### config.mk
export PLATFORM = sky130hd
export DESIGN_NAME = bcam_ctrl
export DESIGN_NICKNAME = d
export VERILOG_FILES = /design/src/rtl/bcam_ctrl.sv
export SDC_FILE = /design/constraint.sdc
export NUM_CORES = 1
export LEC_CHECK = 0
export ABC_AREA = 1
export CAP_MARGIN = 20
export CORE_MARGIN = 2
export CORE_UTILIZATION = 44
export DETAILED_ROUTE_END_ITERATION = 10
export DONT_BUFFER_PORTS = 1
export PLACE_DENSITY = 0.67
export SETUP_SLACK_MARGIN = 0.3
export SYNTH_ARGS = -nofsm -noshare
export SYNTH_HDL_FRONTEND = slang
export SYNTH_SLANG_ARGS = --single-unit
export TNS_END_PERCENT = 20
### constraint.sdc
create_clock -name clk -period 3.99 [get_ports clk]
set_input_delay 0.399 -clock clk [delete_from_list [all_inputs] [get_ports clk]]
set_output_delay 0.399 -clock clk [all_outputs]
set_load 0.005 [all_outputs]
### src/rtl/bcam_ctrl.sv
// Sequencing controller for an ENTRIES x WIDTH binary CAM array: command FSM, valid tracking,
// allocation and match priority encoding. Define BCAM_CTRL_STATS_EN for hit/miss counters.
module bcam_ctrl #(
  parameter int ENTRIES = 8,
  parameter int WIDTH   = 8,
  parameter int IDX_W   = 3
) (
  input  logic               clk,
  input  logic               rst,
  input  logic               req_valid,
  output logic               req_ready,
  input  logic [1:0]         req_op,
  input  logic [WIDTH-1:0]   req_data,
  input  logic [IDX_W-1:0]   req_idx,
  output logic               resp_valid,
  output logic               resp_hit,
  output logic               resp_multi,
  output logic [IDX_W-1:0]   resp_idx,
  output logic [ENTRIES-1:0] array_we,
  output logic               array_rst,
  output logic [WIDTH-1:0]   array_search_word,
  input  logic [ENTRIES-1:0] array_match,
  output logic               full,
  output logic [IDX_W:0]     valid_count,
  output logic [15:0]        hit_count,
  output logic [15:0]        miss_count
);

  typedef enum logic [2:0] {IDLE, WRITE, SEARCH, RESP, FLUSH} state_t;

  state_t             state;
  logic [ENTRIES-1:0] valid;
  logic [IDX_W-1:0]   victim;
  logic [IDX_W-1:0]   alloc_q;
  logic               alloc_full_q;
  logic               flush_pulse;

  logic [IDX_W-1:0]   free_idx;
  logic               free_found;
  logic [IDX_W-1:0]   first_hit;
  logic [ENTRIES-1:0] masked;
  logic [IDX_W:0]     match_cnt;
  logic [IDX_W-1:0]   alloc;

  function automatic logic [IDX_W:0] popcount(input logic [ENTRIES-1:0] v);
    logic [IDX_W:0] c;
    c = '0;
    for (int unsigned i = 0; i < ENTRIES; i++) c = c + {{IDX_W{1'b0}}, v[i]};
    return c;
  endfunction

  assign req_ready   = (state == IDLE) && !rst;
  assign array_rst   = rst | flush_pulse;
  assign valid_count = popcount(valid);
  assign full        = (valid_count == (IDX_W+1)'(ENTRIES));
  assign masked      = array_match & valid;
  assign match_cnt   = popcount(masked);

  // Descending scans so the lowest qualifying index is the last one assigned.
  always_comb begin
    free_idx   = '0;
    free_found = 1'b0;
    first_hit  = '0;
    for (int unsigned i = ENTRIES; i > 0; i--) begin
      if (!valid[i-1]) begin
        free_idx   = IDX_W'(i-1);
        free_found = 1'b1;
      end
      if (masked[i-1]) first_hit = IDX_W'(i-1);
    end
  end

  assign alloc = free_found ? free_idx : victim;

  always_ff @(posedge clk) begin
    if (rst) begin
      state             <= IDLE;
      valid             <= '0;
      victim            <= '0;
      alloc_q           <= '0;
      alloc_full_q      <= 1'b0;
      flush_pulse       <= 1'b0;
      resp_valid        <= 1'b0;
      resp_hit          <= 1'b0;
      resp_multi        <= 1'b0;
      resp_idx          <= '0;
      array_we          <= '0;
      array_search_word <= '0;
    end else begin
      array_we    <= '0;
      flush_pulse <= 1'b0;
      resp_valid  <= 1'b0;
      resp_hit    <= 1'b0;
      resp_multi  <= 1'b0;
      resp_idx    <= '0;
      case (state)
        IDLE: begin
          if (req_valid) begin
            case (req_op)
              2'b00: begin
                array_search_word <= req_data;
                state             <= SEARCH;
              end
              2'b01: begin
                // Row enable is registered, so the allocation is resolved at accept time.
                array_search_word <= req_data;
                array_we          <= {{(ENTRIES-1){1'b0}}, 1'b1} << alloc;
                alloc_q           <= alloc;
                alloc_full_q      <= !free_found;
                state             <= WRITE;
              end
              2'b10: begin
                flush_pulse <= 1'b1;
                state       <= FLUSH;
              end
              default: valid[req_idx] <= 1'b0;
            endcase
          end
        end
        WRITE: begin
          valid[alloc_q] <= 1'b1;
          if (alloc_full_q) victim <= victim + 1'b1;
          resp_valid <= 1'b1;
          resp_idx   <= alloc_q;
          state      <= RESP;
        end
        SEARCH: begin
          resp_valid <= 1'b1;
          resp_hit   <= |masked;
          resp_multi <= (match_cnt > (IDX_W+1)'(1));
          resp_idx   <= first_hit;
          state      <= RESP;
        end
        RESP: state <= IDLE;
        FLUSH: begin
          valid  <= '0;
          victim <= '0;
          state  <= IDLE;
        end
        default: state <= IDLE;
      endcase
    end
  end

`ifdef BCAM_CTRL_STATS_EN
  logic resp_is_search;

  always_ff @(posedge clk) begin
    if (rst || state == FLUSH) begin
      resp_is_search <= 1'b0;
      hit_count      <= '0;
      miss_count     <= '0;
    end else begin
      resp_is_search <= (state == SEARCH);
      if (state == RESP && resp_is_search) begin
        if (resp_hit) begin
          if (hit_count != 16'hFFFF) hit_count <= hit_count + 16'd1;
        end else begin
          if (miss_count != 16'hFFFF) miss_count <= miss_count + 16'd1;
        end
      end
    end
  end
`else
  assign hit_count  = '0;
  assign miss_count = '0;
`endif

endmodule

==> flow_metrics.tcl <==
set metrics [dict create \
    dpl.hpwl_um 4027 \
    routed_via_density 4.797 \
    vdd_drop_max_uv 222.1 \
    grt_overflow 0 \
    antenna_found_initial 0 \
    ys_ff_latch 41 \
    gp_congestion 0.8896 \
    wl_per_cell_um 12.07 \
    clock_latency_ns 0.29 \
    dieArea_mm2 0.006659 \
    wirelength_um 5225 \
    row_count 28 \
    cp_slowest_cell "fa_1" \
    critPathKind "reg2out" \
    drtIter0Drc 111 \
    setup_tns_ns 0 \
    fillers 592 \
    worstPathMaxFanout 2 \
    power_density_mw_per_mm2 312.6 \
    grt_pass1_wl_um 8562 \
    track_usage_pct 16.52 \
    syn2layout_area_growth_pct 3.069 \
    setup-violations-final 0 \
    post_synth.cell_area_avg_um2 7.444 \
    syn_area_mm2 0.002650 \
    io_pins 85 \
    startpoint "valid[0]" \
    rr_startpoint "valid[0]" \
    crit_path_end_kind "primary output" \
    final.period_utilization_pct 91.19 \
    most-common-layout-cells "75 x nand2_1, 38 x nor2_1, 38 x dfxtp_1" \
    multi_input_area_mm2 0.001541 \
    status "complete, no violations" \
    post-place-ws_ns 0.5653 \
    core_area_mm2 0.005886 \
    grt_max_degree 20 \
    cts_root_buf "clkbuf_8" \
    ys_warn_count 0 \
    cts_tree "built" \
    startpoint_type "flip-flop" \
    crit_top_cell "fa_1" \
    slew_viol_final 0 \
    drtPass1Iterations 5 \
    htreeDepth 2 \
    cap_viol_max_count 0 \
    initial_core_util_pct 45.03 \
    seq_area_frac_synth_pct 30.97 \
    dieHeight_um 81.61 \
    dr_total_vias 2077 \
    hold_start "rst" \
    grt_pass1_vias 1881 \
    stdcell_area_mm2 0.002731 \
    placed_cells 425 \
    portBuffers 0 \
    synthCells 356 \
    drcViolationCount 0 \
    final_antenna_net_count 0 \
    cts.sinks 41 \
    period_needed_ns 3.638 \
    cp_data_required_time_ns 3.59 \
    whs_ns 0.1600 \
    skew_ns 0.007407 \
    worst_slack_ns 0.3517 \
    cts.path.max_buffers 2 \
    n_antenna_cell 0 \
    holdBufCountCts 0 \
    cp.arrival_ns 3.24 \
    dpl_cell_area_mm2 0.002591 \
    cts.clk_slew.worst_paths_ns 0.08 \
    rsz0062_at_grt "true" \
    synth_cell_types 38 \
    timing.fmax_ghz 0.2749 \
    seqCellArea_um2 829.5 \
    cts_buffers 5 \
    hold_path_class "in2reg" \
    layout_commonest_cell "nand2_1" \
    crit_path_cell_trace "fa_1, inv_1, fa_1, fa_1, inv_1, ha_2, fa_2, xor2_2, nor3_2, and2_4" \
    nets 403 \
    slowest_delay_ns 0.52 \
    layout.cells.non_filler 433 \
    die_width_um 81.61 \
    layout-drive-gt1-share_pct 13.41 \
    final-hold-violation-count 0 \
    power.leakage_nw 1.223 \
]
-- metal layers --
metal,routed length [um],global-route usage (%),vias up,share of wire [%]
met2,2353,25.66,97,45
met1,2266,20.82,907,43
met4,101,6.500,0,1.9
met5,0,0,-,0
met3,505,6.154,12,9.7
li1,-,-,1061,-
-- sequential cells by signal, summed over array words and instances (netlist names) --
name,cells
valid,8
resp_idx,3
state,3
alloc_q,3
array_we,8
flush_pulse,1
resp_hit,1
resp_multi,1
alloc_full_q,1
resp_valid,1
victim,3
array_search_word,8
-- cells by family after synthesis --
kind of cell	synth area share (%)
adder cells (fa/ha/maj)	12.18
AND/OR/NAND/NOR	29.23
AO/OA/AOI/OAI	10.81
buffers and inverters	16.01
XOR/XNOR	0.6611
flip-flops	30.97
other	0.1415
-- cell usage after synthesis (all sizes together) --
cell type / instances / share of area [%]
o22ai: 1 / 0.24
clkinv: 1 / 0.19
nand4: 3 / 0.94
nand3: 17 / 3.7
nor3b: 1 / 0.28
a31oi: 2 / 0.47
nand2: 85 / 13
conb: 1 / 0.14
a21boi: 1 / 0.28
nor2: 44 / 7.7
ha: 13 / 6.1
and2: 1 / 0.24
dfxtp: 41 / 31
and3: 1 / 0.24
o31ai: 1 / 0.28
nor3: 8 / 2.3
fa: 8 / 6.0
a41oi: 2 / 0.66
or2: 2 / 0.47
o21ai: 25 / 5.3
a21oi: 19 / 3.6
xor2: 2 / 0.66
buf: 35 / 9.9
inv: 40 / 5.7
clkbuf: 2 / 0.28
-- path summary, 6_finish.rpt --
| check | end | slack, ns | cells after the start |
|---|---|---|---|
| worst max-delay path | full | 0.35 | 10 |
| worst min-delay path | valid[3] | 0.16 | 1 |
| worst max register to register | resp_multi | 0.85 | 11 |
| worst min register to register | alloc_full_q | 0.49 | 2 |
-- power by group --
part	switching (mW)	internal (mW)	total, mW
Sequential	0.0108	0.420	0.431
Clock	0.143	0.182	0.325
Combinational	0.0698	0.0281	0.0979
Total	0.223	0.630	0.854
-- through the flow --
step                power, mW  utilization [%]
floorplan              0.5463                -
global placement       0.5374            44.03
detailed placement     0.5383            44.03
CTS                    0.8636            46.02
global route           0.8983            46.41
finish                 0.8537            46.41
-- area by class of cell --
cell class	count	share of cell area (%)
clock buffer	5	2.519
clock inverter	2	1.283
inverter	41	5.680
multi-input combinational	268	56.44
sequential	41	30.37
tap	75	3.436
timing repair buffer	1	0.2749
-- worst max-delay path: cells and delay by family, from the launching register on --
kind / cells / cell delay, ns
buffers and inverters: 2 / 0.09
xor gates and xnor gates: 1 / 0.17
and+or+nand+nor: 2 / 0.31
adders and majority gates: 5 / 2.01
DFF: 1 / 0.36
-- timing repair --
item / in CTS / in global routing
pin swaps: 0 / 2
resized for setup: 4 / 6
setup buffers: 1 / 0
hold endpoints to repair: 0 / 0
endpoints found under the setup margin: 1 / 1
(Power assumes the default switching activity.)
